<file path="config.mk">
export PLATFORM = sky130hd
export DESIGN_NAME = mb_ctl
export DESIGN_NICKNAME = d
export VERILOG_FILES = /design/src/rtl/mb_ctl_pkg.sv /design/src/rtl/mb_slot_scan.sv /design/src/rtl/mb_ctl.sv
export SDC_FILE = /design/constraint.sdc
export NUM_CORES = 1
export LEC_CHECK = 0
export BUFFER_PORTS_ARGS = -buffer_cell sky130_fd_sc_hd__clkbuf_2
export CAP_MARGIN = 40
export CORE_MARGIN = 2
export CORE_UTILIZATION = 30
export CTS_CLUSTER_DIAMETER = 100
export DETAILED_ROUTE_END_ITERATION = 10
export PLACE_DENSITY_LB_ADDON = 0.3
export SYNTH_ARGS = -nofsm -noshare
export SYNTH_HDL_FRONTEND = slang
export SYNTH_SLANG_ARGS = --single-unit
</file>
<file path="constraint.sdc">
create_clock -name clk -period 3.2 [get_ports clk]
set_clock_uncertainty 0.2 [all_clocks]
set_input_delay 0.32 -clock clk [delete_from_list [all_inputs] [get_ports clk]]
set_output_delay 0.32 -clock clk [all_outputs]
set_load 0.01 [all_outputs]
</file>
<file path="src/rtl/mb_ctl_pkg.sv">
// Shared types, MB input-mux codes and the slot-index decoder for the MB sequencer.
package mb_ctl_pkg;

   typedef enum logic [2:0] {
      ST_IDLE   = 3'd0,
      ST_FILL   = 3'd1,
      ST_DLOAD  = 3'd2,
      ST_DWRITE = 3'd3,
      ST_STORE  = 3'd4
   } mb_state_e;

   localparam logic [2:0] MBIN_CACHE = 3'b000;
   localparam logic [2:0] MBIN_AR    = 3'b010;
   localparam logic [2:0] MBIN_MEM   = 3'b100;

   // 2-to-4 decode of a quad-word index into a slot bit (bit i = slot i)
   function automatic logic [3:0] onehot2(input logic [1:0] idx);
      logic [3:0] v;
      v      = '0;
      v[idx] = 1'b1;
      return v;
   endfunction

endpackage

</file>
<file path="src/rtl/mb_slot_scan.sv">
// Lowest-set-bit finder over the 4-bit dirty-slot mask.
module mb_slot_scan
   import mb_ctl_pkg::*;
(
   input  logic [3:0] mask_i,
   output logic [1:0] idx_o,
   output logic       any_o
);

   // Priority encode from slot 0 upward
   always_comb begin
      idx_o = '0;
      if (mask_i[0])      idx_o = 2'd0;
      else if (mask_i[1]) idx_o = 2'd1;
      else if (mask_i[2]) idx_o = 2'd2;
      else if (mask_i[3]) idx_o = 2'd3;
      any_o = |mask_i;
   end

endmodule

</file>
<file path="src/rtl/mb_ctl.sv">
// MB sequencer: arbitrates fill / drain / store and steers MB slot loads and output select.
module mb_ctl
   import mb_ctl_pkg::*;
#(
   parameter int unsigned NSLOT = 4
) (
   input  logic             clk,
   input  logic             rst_n,
   input  logic             fill_req,
   input  logic [1:0]       fill_first,
   input  logic             drain_req,
   input  logic [NSLOT-1:0] drain_mask,
   input  logic             store_req,
   input  logic [1:0]       store_word,
   output logic             fill_gnt,
   output logic             drain_gnt,
   output logic             store_gnt,
   input  logic             mem_valid,
   input  logic [1:0]       mem_word,
   input  logic             nxm,
   input  logic             cache_valid,
   input  logic [1:0]       cache_word,
   output logic             mem_wr_valid,
   input  logic             mem_wr_ack,
   output logic [NSLOT-1:0] mb_load,
   output logic [2:0]       mb_in_sel,
   output logic [1:0]       mb_sel,
   output logic             word_ready,
   output logic [NSLOT-1:0] slot_valid,
   output logic             fill_done,
   output logic             drain_done,
   output logic             store_done,
   output logic             fill_err,
   output logic             busy
);

   mb_state_e        state_q, state_d;
   logic [NSLOT-1:0] sv_q, sv_d, sv_next;
   logic [NSLOT-1:0] mask_q, mask_d;
   logic [1:0]       first_q, first_d;
   logic [1:0]       store_q, store_d;
   logic [1:0]       sel_q, sel_d;
   logic             wv_q, wv_d;
   logic             fill_gnt_q, fill_gnt_d, drain_gnt_q, drain_gnt_d, store_gnt_q, store_gnt_d;
   logic             wr_q, wr_d, fill_done_q, fill_done_d, drain_done_q, drain_done_d;
   logic             store_done_q, store_done_d, fill_err_q, fill_err_d;
   logic [NSLOT-1:0] load_vec;
   logic [2:0]       in_sel;
   logic [NSLOT-1:0] scan_in;
   logic [1:0]       scan_idx;
   logic             scan_any;

   // In DWRITE the scanner looks ahead at the mask with the current slot already retired,
   // so the next selection is ready on the edge that takes the ack.
   assign scan_in = (state_q == ST_DWRITE) ? (mask_q & ~onehot2(sel_q)) : mask_q;
   assign sv_next = sv_q | load_vec;

   mb_slot_scan u_scan (
      .mask_i (scan_in),
      .idx_o  (scan_idx),
      .any_o  (scan_any)
   );

   // State and registered-output flops
   always_ff @(posedge clk or negedge rst_n) begin
      if (!rst_n) begin
         state_q      <= ST_IDLE;
         sv_q         <= '0;
         mask_q       <= '0;
         first_q      <= '0;
         store_q      <= '0;
         sel_q        <= '0;
         wv_q         <= 1'b0;
         fill_gnt_q   <= 1'b0;
         drain_gnt_q  <= 1'b0;
         store_gnt_q  <= 1'b0;
         wr_q         <= 1'b0;
         fill_done_q  <= 1'b0;
         drain_done_q <= 1'b0;
         store_done_q <= 1'b0;
         fill_err_q   <= 1'b0;
      end else begin
         state_q      <= state_d;
         sv_q         <= sv_d;
         mask_q       <= mask_d;
         first_q      <= first_d;
         store_q      <= store_d;
         sel_q        <= sel_d;
         wv_q         <= wv_d;
         fill_gnt_q   <= fill_gnt_d;
         drain_gnt_q  <= drain_gnt_d;
         store_gnt_q  <= store_gnt_d;
         wr_q         <= wr_d;
         fill_done_q  <= fill_done_d;
         drain_done_q <= drain_done_d;
         store_done_q <= store_done_d;
         fill_err_q   <= fill_err_d;
      end
   end

   // Next-state: arbitration, slot bookkeeping and drain write sequencing
   always_comb begin
      state_d      = state_q;
      sv_d         = sv_q;
      mask_d       = mask_q;
      first_d      = first_q;
      store_d      = store_q;
      sel_d        = sel_q;
      wv_d         = wv_q;
      fill_gnt_d   = 1'b0;
      drain_gnt_d  = 1'b0;
      store_gnt_d  = 1'b0;
      wr_d         = 1'b0;
      fill_done_d  = 1'b0;
      drain_done_d = 1'b0;
      store_done_d = 1'b0;
      fill_err_d   = 1'b0;
      case (state_q)
         ST_IDLE: begin
            if (fill_req) begin
               state_d    = ST_FILL;
               fill_gnt_d = 1'b1;
               first_d    = fill_first;
               sv_d       = '0;
            end else if (drain_req) begin
               state_d     = ST_DLOAD;
               drain_gnt_d = 1'b1;
               mask_d      = drain_mask;
               sv_d        = '0;
            end else if (store_req) begin
               state_d     = ST_STORE;
               store_gnt_d = 1'b1;
               store_d     = store_word;
               sv_d        = '0;
            end
         end
         ST_FILL: begin
            if (nxm) begin
               fill_err_d = 1'b1;
               state_d    = ST_IDLE;
            end else if (|load_vec) begin
               sv_d = sv_next;
               if (mem_word == first_q) wr_d = 1'b1;
               if (&sv_next) begin
                  fill_done_d = 1'b1;
                  state_d     = ST_IDLE;
               end
            end
         end
         ST_DLOAD: begin
            if (|load_vec) begin
               sv_d = sv_next;
               if (&sv_next) begin
                  if (scan_any) begin
                     state_d = ST_DWRITE;
                     wv_d    = 1'b1;
                     sel_d   = scan_idx;
                  end else begin
                     drain_done_d = 1'b1;
                     state_d      = ST_IDLE;
                  end
               end
            end
         end
         ST_DWRITE: begin
            if (mem_wr_ack) begin
               mask_d = scan_in;
               if (scan_any) begin
                  sel_d = scan_idx;
               end else begin
                  wv_d         = 1'b0;
                  drain_done_d = 1'b1;
                  state_d      = ST_IDLE;
               end
            end
         end
         ST_STORE: begin
            sv_d         = sv_next;
            store_done_d = 1'b1;
            state_d      = ST_IDLE;
         end
         default: state_d = ST_IDLE;
      endcase
   end

   // Mealy slot-load strobes and MB input mux select
   always_comb begin
      load_vec = '0;
      in_sel   = MBIN_CACHE;
      case (state_q)
         ST_FILL: begin
            if (mem_valid && !nxm && !sv_q[mem_word]) begin
               load_vec = onehot2(mem_word);
               in_sel   = MBIN_MEM;
            end
         end
         ST_DLOAD: begin
            if (cache_valid && !sv_q[cache_word]) begin
               load_vec = onehot2(cache_word);
               in_sel   = MBIN_CACHE;
            end
         end
         ST_STORE: begin
            load_vec = onehot2(store_q);
            in_sel   = MBIN_AR;
         end
         default: ;
      endcase
   end

   assign mb_load      = load_vec;
   assign mb_in_sel    = in_sel;
   assign mb_sel       = sel_q;
   assign mem_wr_valid = wv_q;
   assign slot_valid   = sv_q;
   assign fill_gnt     = fill_gnt_q;
   assign drain_gnt    = drain_gnt_q;
   assign store_gnt    = store_gnt_q;
   assign word_ready   = wr_q;
   assign fill_done    = fill_done_q;
   assign drain_done   = drain_done_q;
   assign store_done   = store_done_q;
   assign fill_err     = fill_err_q;
   assign busy         = (state_q != ST_IDLE);

endmodule
</file>
---- Word level (Yosys, flattened, before mapping) ----
Index checks and enable logic that the tools add are counted.
storage, ports and cells
  bits in registers ....................... 26
  word-level logic and storage cells ...... 149
operators by class
  bitwise operators ....................... 5
  multiplexer cells ....................... 80
  order comparisons ....................... 8
  eq/ne operators ......................... 16
  reductions and logical operators ........ 25
operators by type and width
  operator              number
  $mux W4               11
  $mux W1               35
  $mux W3               11
  $mux W2               9
  $ne A2 B2 Y1 const B  8
  $pmux W4 S4           1
  $reduce_and A4 Y1     4
  $lt A2 B3 Y1 const B  4
  $pmux W3 S4           1
  $pmux W4 S3           1
  $demux W1 S2          4
  $ge A2 B1 Y1 const B  4
  $pmux W4 S2           1
  $reduce_or A4 Y1      2
  $logic_and A1 B1 Y1   7
  $reduce_and A7 Y1     1
  $eq A3 B2 Y1 const B  2
  $ne A3 B3 Y1 const B  2
  $pmux W3 S2           1
  $reduce_and A6 Y1     1
  $and A4 B4 Y4         1
  $bmux W1 S2           2
  $ne A4 B4 Y1 const B  1
  $not A4 Y4            1
  14 further kinds      19

---- Logic depth before layout (Yosys ltp) ----
  word-level depth ........................ 15
  mapped depth ............................ 8
  gate-level depth less buffers ........... 7

---- Modules after synthesis ----
A second synthesis with hierarchy kept.
second synthesis, totals
  cells, all modules ...................... 166
  area, all modules ....................... 1591.5 um^2
modules (own cells, without submodules)
  module        area each (um^2)  seq. area each (um^2)  times used  cells each
  mb_ctl        1556.5            650.6                  1           159
  mb_slot_scan  35.0              0.0                    1           7

---- Least setup slack after synthesis ----
No wires, ideal clock.
  kind .................................... register to register
  start ................................... register state_q[1]
  end ..................................... register sel_q[0], in the netlist mb_sel[0]
  clock period less this slack ............ 2.281 ns
  library setup time ...................... 0.128 ns
  arrival ................................. 1.954 ns
  setup slack ............................. 0.919 ns
  cell stages (with the launch flop) ...... 8
  path buffers ............................ 1
  cells stage by stage .................... dfrtp_1 > buf_4 > nor4b_4 > nand4_1 > o21ai_2 > o41ai_4 > o21ai_1 > mux2_1
between the ends
  elaborated cells on any way between the ends .. 24
RTL lines
  element                               RTL line       RTL
  start, declared                       mb_ctl.sv:37   mb_state_e state_q, state_d;
  start signal, assigned                mb_ctl.sv:83   state_q <= state_d;
  $eq A3 B3 Y1 (tied with other cells)  mb_ctl.sv:190  case (state_q)
  $pmux W4 S3 *                         mb_ctl.sv:190
  named net mb_load[3]                  mb_ctl.sv:25   output logic [NSLOT-1:0] mb_load,
  $or A4 B4 Y4                          mb_ctl.sv:56   assign sv_next = sv_q | load_vec;
  $reduce_and A4 Y1                     mb_ctl.sv:153  if (&sv_next) begin
  $ne A2 B2 Y1 (no source line)         -
  $reduce_and A4 Y1 (no source line) *  -
  end signal, assigned                  mb_ctl.sv:88   sel_q <= sel_d;
  end, declared                         mb_ctl.sv:42   logic [1:0] sel_q, sel_d;
Mark *: on every way through the listed nets, which the timed path passes. The rest lies on a longest branch. The select of a mux whose other input is x is not followed.
A chain may end at the register's enable or synchronous reset.

---- Worst setup path after layout ----
  start ................................... register state_q[0]
  end ..................................... register sel_q[1], in the netlist mb_sel[1]
between the ends
  longest elaborated chain between the ends .. 10
  elaborated cells on any way between the ends .. 24
RTL lines
  element       RTL line                      RTL
  $eq A3 B2 Y1  mb_ctl.sv:55, mb_ctl.sv:118
  $mux W4       mb_ctl.sv:55                  assign scan_in = (state_q == ST_DWRITE) ? (mask_q & ~onehot2(sel_q)) : mask_q;
  $mux W2       mb_slot_scan.sv:16            else if (mask_i[3]) idx_o = 2'd3;
  $mux W2       mb_slot_scan.sv:15            else if (mask_i[2]) idx_o = 2'd2;
  $mux W2       mb_slot_scan.sv:14            else if (mask_i[1]) idx_o = 2'd1;
  $mux W2       mb_slot_scan.sv:13            if (mask_i[0]) idx_o = 2'd0;
  $mux W2       mb_ctl.sv:154, mb_ctl.sv:168
  $mux W2       mb_ctl.sv:153
  $mux W2       mb_ctl.sv:151                 if (|load_vec) begin
  $pmux W2 S2   mb_ctl.sv:118                 case (state_q)
Several ways; a longest one is shown, not always the timed one. The select of a mux whose other input is x is not followed.

==> metrics.txt <==
# TYPE chip_impl_metric gauge
chip_impl_metric{name="ir_worst_vdd",unit="mV"} 0.367
chip_impl_metric{name="dieHeight",unit="um"} 77.9
chip_impl_metric{name="setup_slack",unit="ns"} 0.482
chip_impl_metric{name="grt.overflow.total",unit=""} 0
chip_impl_metric{name="syn_inst",unit=""} 170
chip_impl_metric{name="final.setup.tns",unit="ns"} 0
chip_impl_metric{name="detail_route.wl_per_cell",unit="um"} 14.4
chip_impl_metric{name="remaining_max_slew_budget_at_the_tightest_pin",unit="%"} 56.1
chip_impl_info{name="critical_path.cell_chain",value="nor4b_4 -> nand4b_1 -> a21oi_1 -> o41ai_4 -> o21ai_1 -> mux2_1"} 1
chip_impl_metric{name="n_fill_cell",unit=""} 537
chip_impl_metric{name="multiInputGateArea",unit="um^2"} 913
chip_impl_metric{name="worst-slew-pin-transition",unit="ns"} 0.659
chip_impl_metric{name="grt_start_max_net_pins",unit=""} 27
chip_impl_metric{name="first_global_vias",unit=""} 1349
chip_impl_metric{name="minimum_setup_slack_after_placement",unit="ns"} 0.543
chip_impl_metric{name="share_of_async_settable_or_async_resettable_flops_after_synthesis",unit="%"} 100
chip_impl_metric{name="layout.area.seq",unit="um^2"} 651
chip_impl_metric{name="clock-sinks",unit=""} 26
chip_impl_metric{name="portBuffers",unit=""} 42
chip_impl_metric{name="power.leakage",unit="nW"} 0.913
chip_impl_info{name="mostFrequentLayoutCell",value="sky130_fd_sc_hd__clkbuf_2"} 1
chip_impl_metric{name="vias_per_cell",unit=""} 5.20
chip_impl_metric{name="max_cap_violations",unit=""} 0
chip_impl_metric{name="drt_pre_antenna_iters",unit=""} 4
chip_impl_metric{name="worst_skew_pair.late_latency",unit="ns"} 0.27
chip_impl_metric{name="synth_seq_cells",unit=""} 26
chip_impl_metric{name="clock.fmax",unit="GHz"} 0.368
chip_impl_metric{name="place_congestion",unit=""} 0.833
chip_impl_info{name="tritoncts_clock_tree",value="done"} 1
chip_impl_metric{name="antenna_violations_before_repair",unit=""} 0
chip_impl_metric{name="dr.first_iter.drc_count",unit=""} 93
chip_impl_metric{name="synth_cell_types",unit=""} 54
chip_impl_info{name="clock_tree_root_buffer_cell",value="sky130_fd_sc_hd__clkbuf_8"} 1
chip_impl_metric{name="cts_max_level",unit=""} 1
chip_impl_metric{name="placeableCoreArea",unit="um^2"} 5200
chip_impl_metric{name="pin_count",unit=""} 44
chip_impl_info{name="min_path_type",value="in2reg"} 1
chip_impl_metric{name="detailed_place_hpwl",unit="um"} 3040
chip_impl_info{name="setup.worst_path.start_class",value="flip-flop"} 1
chip_impl_metric{name="num_vias",unit=""} 1441
chip_impl_metric{name="mappedNetlistNets",unit=""} 191
chip_impl_info{name="path_class",value="reg2reg"} 1
chip_impl_metric{name="powerDensity",unit="nW/um^2"} 822
chip_impl_metric{name="die-area",unit="um^2"} 6070
chip_impl_metric{name="clock_tree.buffer_depth",unit=""} 2
chip_impl_metric{name="clkTransAtPathRegs",unit="ns"} 0.09
chip_impl_metric{name="report.final.slew_viol_count",unit=""} 0
chip_impl_metric{name="worstPathRequired",unit="ns"} 3.16
chip_impl_metric{name="period_needed",unit="ns"} 2.72
chip_impl_metric{name="grt.total_usage",unit="%"} 13.4
chip_impl_info{name="most_area_hungry_cell_type_in_the_yosys_netlist",value="sky130_fd_sc_hd__dfrtp_1"} 1
chip_impl_metric{name="synth_largest_type_area_fraction",unit="%"} 39.7
chip_impl_metric{name="synth_enable_flop_cells",unit=""} 0
chip_impl_metric{name="cts-buffers-inserted",unit=""} 3
chip_impl_metric{name="synth-warning-count",unit=""} 0
chip_impl_metric{name="setup_violations",unit=""} 0
chip_impl_metric{name="hold_violations",unit=""} 0
chip_impl_metric{name="yosysSeqAreaShare",unit="%"} 39.7
chip_impl_info{name="timing.critical_path.slowest_stage_cell",value="sky130_fd_sc_hd__dfrtp_1"} 1
chip_impl_metric{name="final_antenna_net_count",unit=""} 0
chip_impl_metric{name="post_synthesis_to_final_layout_area_growth",unit="%"} 20.4
chip_impl_metric{name="antennaDiodeCount",unit=""} 0
chip_impl_metric{name="initial_core_util",unit="%"} 31.5
chip_impl_metric{name="post_route_cells_drive_above_1_share",unit="%"} 31.4
chip_impl_metric{name="postRouteWirelength",unit="um"} 3990
chip_impl_metric{name="drcViolationCount",unit=""} 0
chip_impl_info{name="most-common-layout-cells",value="sky130_fd_sc_hd__clkbuf_2, sky130_fd_sc_hd__dfrtp_1, sky130_fd_sc_hd__nor2_1, sky130_fd_sc_hd__a21oi_1, sky130_fd_sc_hd__nand2_1"} 1
chip_impl_info{name="post_synth_main_area_contributors",value="sky130_fd_sc_hd__dfrtp_1, sky130_fd_sc_hd__nor2_1, sky130_fd_sc_hd__a21oi_1"} 1
chip_impl_metric{name="post_cts.resized_instances",unit=""} 0
chip_impl_metric{name="chip_width",unit="um"} 77.9
chip_impl_metric{name="core.rowCount",unit=""} 26
chip_impl_info{name="critical_path.endpoint_type",value="flip-flop"} 1
chip_impl_metric{name="worst_ep_arrival_time",unit="ns"} 2.68
chip_impl_info{name="yosys_most_used_dff",value="sky130_fd_sc_hd__dfrtp_1"} 1
chip_impl_info{name="run_status",value="completed"} 1
chip_impl_metric{name="netlist_area",unit="um^2"} 1640
chip_impl_metric{name="grt_pass1_wl",unit="um"} 6580
chip_impl_metric{name="final_min_period_over_clock_period",unit="%"} 84.9
chip_impl_info{name="unrepaired_setup_endpoints_after_global_routing",value="no"} 1
chip_impl_metric{name="cp_max_fo",unit=""} 16
chip_impl_metric{name="final_net_count",unit=""} 229
chip_impl_metric{name="synth_area_per_cell",unit="um^2"} 9.64
chip_impl_metric{name="slowest_delay",unit="ns"} 0.69
==> cell usage after synthesis (2+ instances only) <==
master / count
sky130_fd_sc_hd__nor4_1: 3
sky130_fd_sc_hd__a21o_1: 2
sky130_fd_sc_hd__o31ai_1: 3
sky130_fd_sc_hd__nand3b_1: 4
sky130_fd_sc_hd__nor4b_1: 3
sky130_fd_sc_hd__nand3_1: 5
sky130_fd_sc_hd__nand2_1: 9
sky130_fd_sc_hd__nor2_1: 16
sky130_fd_sc_hd__and3b_1: 2
sky130_fd_sc_hd__a31oi_1: 5
sky130_fd_sc_hd__o21ai_0: 6
sky130_fd_sc_hd__buf_4: 2
sky130_fd_sc_hd__a22o_1: 4
sky130_fd_sc_hd__mux2_1: 2
sky130_fd_sc_hd__inv_1: 7
sky130_fd_sc_hd__mux2_2: 4
sky130_fd_sc_hd__a21oi_1: 11
sky130_fd_sc_hd__nand2b_1: 2
sky130_fd_sc_hd__o21ai_1: 2
sky130_fd_sc_hd__and2_1: 2
sky130_fd_sc_hd__clkbuf_1: 8
sky130_fd_sc_hd__xor2_1: 2
sky130_fd_sc_hd__nand4b_1: 2
sky130_fd_sc_hd__nor3_1: 5
sky130_fd_sc_hd__dfrtp_1: 26
sky130_fd_sc_hd__o32ai_1: 2
sky130_fd_sc_hd__nor2b_1: 3
sky130_fd_sc_hd__nand4_1: 2
==> metrics by stage <==
stage,instance area (um^2),hold WS [ns],utilization (%),instances,power [mW]
after floorplan,1640,-0.176,-,170,1.14
after global placement,1890,0.178,36.3,272,1.34
after detailed placement,1890,0.190,36.3,272,1.35
after CTS,1970,0.0522,37.9,277,1.63
after global routing,1970,0.0598,37.9,277,1.75
final,1970,0.0617,37.9,277,1.62
==> layer usage <==
metal / up-vias / global-route usage [%] / share of wire, %
met5: - / 0 / 0
met4: 0 / 3.16 / 0
met3: 0 / 2.21 / 5.2
met2: 51 / 21.2 / 48
met1: 684 / 19.1 / 47
li1: 706 / - / -
==> final cells by class <==
class,instances,share of cell area [%]
multi-input cells,126,46.3
flip-flops and latches,26,33.0
repair buffers,43,11.2
well taps,70,4.44
clock buffers,3,2.09
clock inverters,1,1.52
inverters,8,1.52
==> critical path, delay by kind of cell, from the launching register on <==
family,cells,cell delay (ns)
AO/OA/AOI/OAI,3,0.72
AND/OR/NAND/NOR,2,0.64
flip-flops,1,0.69
multiplexers,1,0.36
==> state kept, by name, indices dropped and copies added, names as in the netlist <==
signal and count:
drain_done 1, drain_gnt 1, fill_done 1, fill_err 1, fill_gnt 1, first_q 2, mask_q 4, mb_sel 2
mem_wr_valid 1, slot_valid 4, state_q 3, store_done 1, store_gnt 1, store_q 2, word_ready 1
==> power by group <==
part           internal [mW]  switching (mW)
clock                  0.168           0.110
combinational          0.331           0.383
sequential             0.434           0.197
==> worst paths after layout <==
path / start / endpoint / slack, ns / cells past startpoint
worst max-delay path: state_q[0]$_DFFE_PN0P_ / mb_sel[1]$_DFFE_PN0P_ / 0.48 / 6
worst min-delay path: drain_mask[1] / mask_q[1]$_DFFE_PN0P_ / 0.06 / 2
worst max register to register: state_q[0]$_DFFE_PN0P_ / mb_sel[1]$_DFFE_PN0P_ / 0.48 / 6
worst min register to register: first_q[0]$_DFFE_PN0P_ / first_q[0]$_DFFE_PN0P_ / 0.35 / 1
max in group asynchronous: rst_n / fill_gnt$_DFF_PN0_ / 1.97 / 2
min in group asynchronous: rst_n / mask_q[2]$_DFFE_PN0P_ / 0.40 / 2
==> timing repair <==
item	CTS	global route
hold buffers	1	0
setup endpoints to repair	0	0
hold endpoints to repair	26	0
buffers inserted	0	0
==> logic make-up (layout without fill, tap and decap cells) <==
| logic type | count (synthesis) | after routing | share of synthesized area (%) |
|---|---|---|---|
| xor gates and xnor gates | 2 | 2 | 1.07 |
| DFF | 26 | 26 | 39.7 |
| and+or+nand+nor | 72 | 72 | 29.8 |
| muxes | 8 | 8 | 6.11 |
| AOI/OAI and AO/OA | 43 | 43 | 18.6 |
| other | 1 | 1 | 0.229 |
| buffers and inverters | 18 | 55 | 4.58 |
Note: power is estimated with default switching activity, not from simulation.
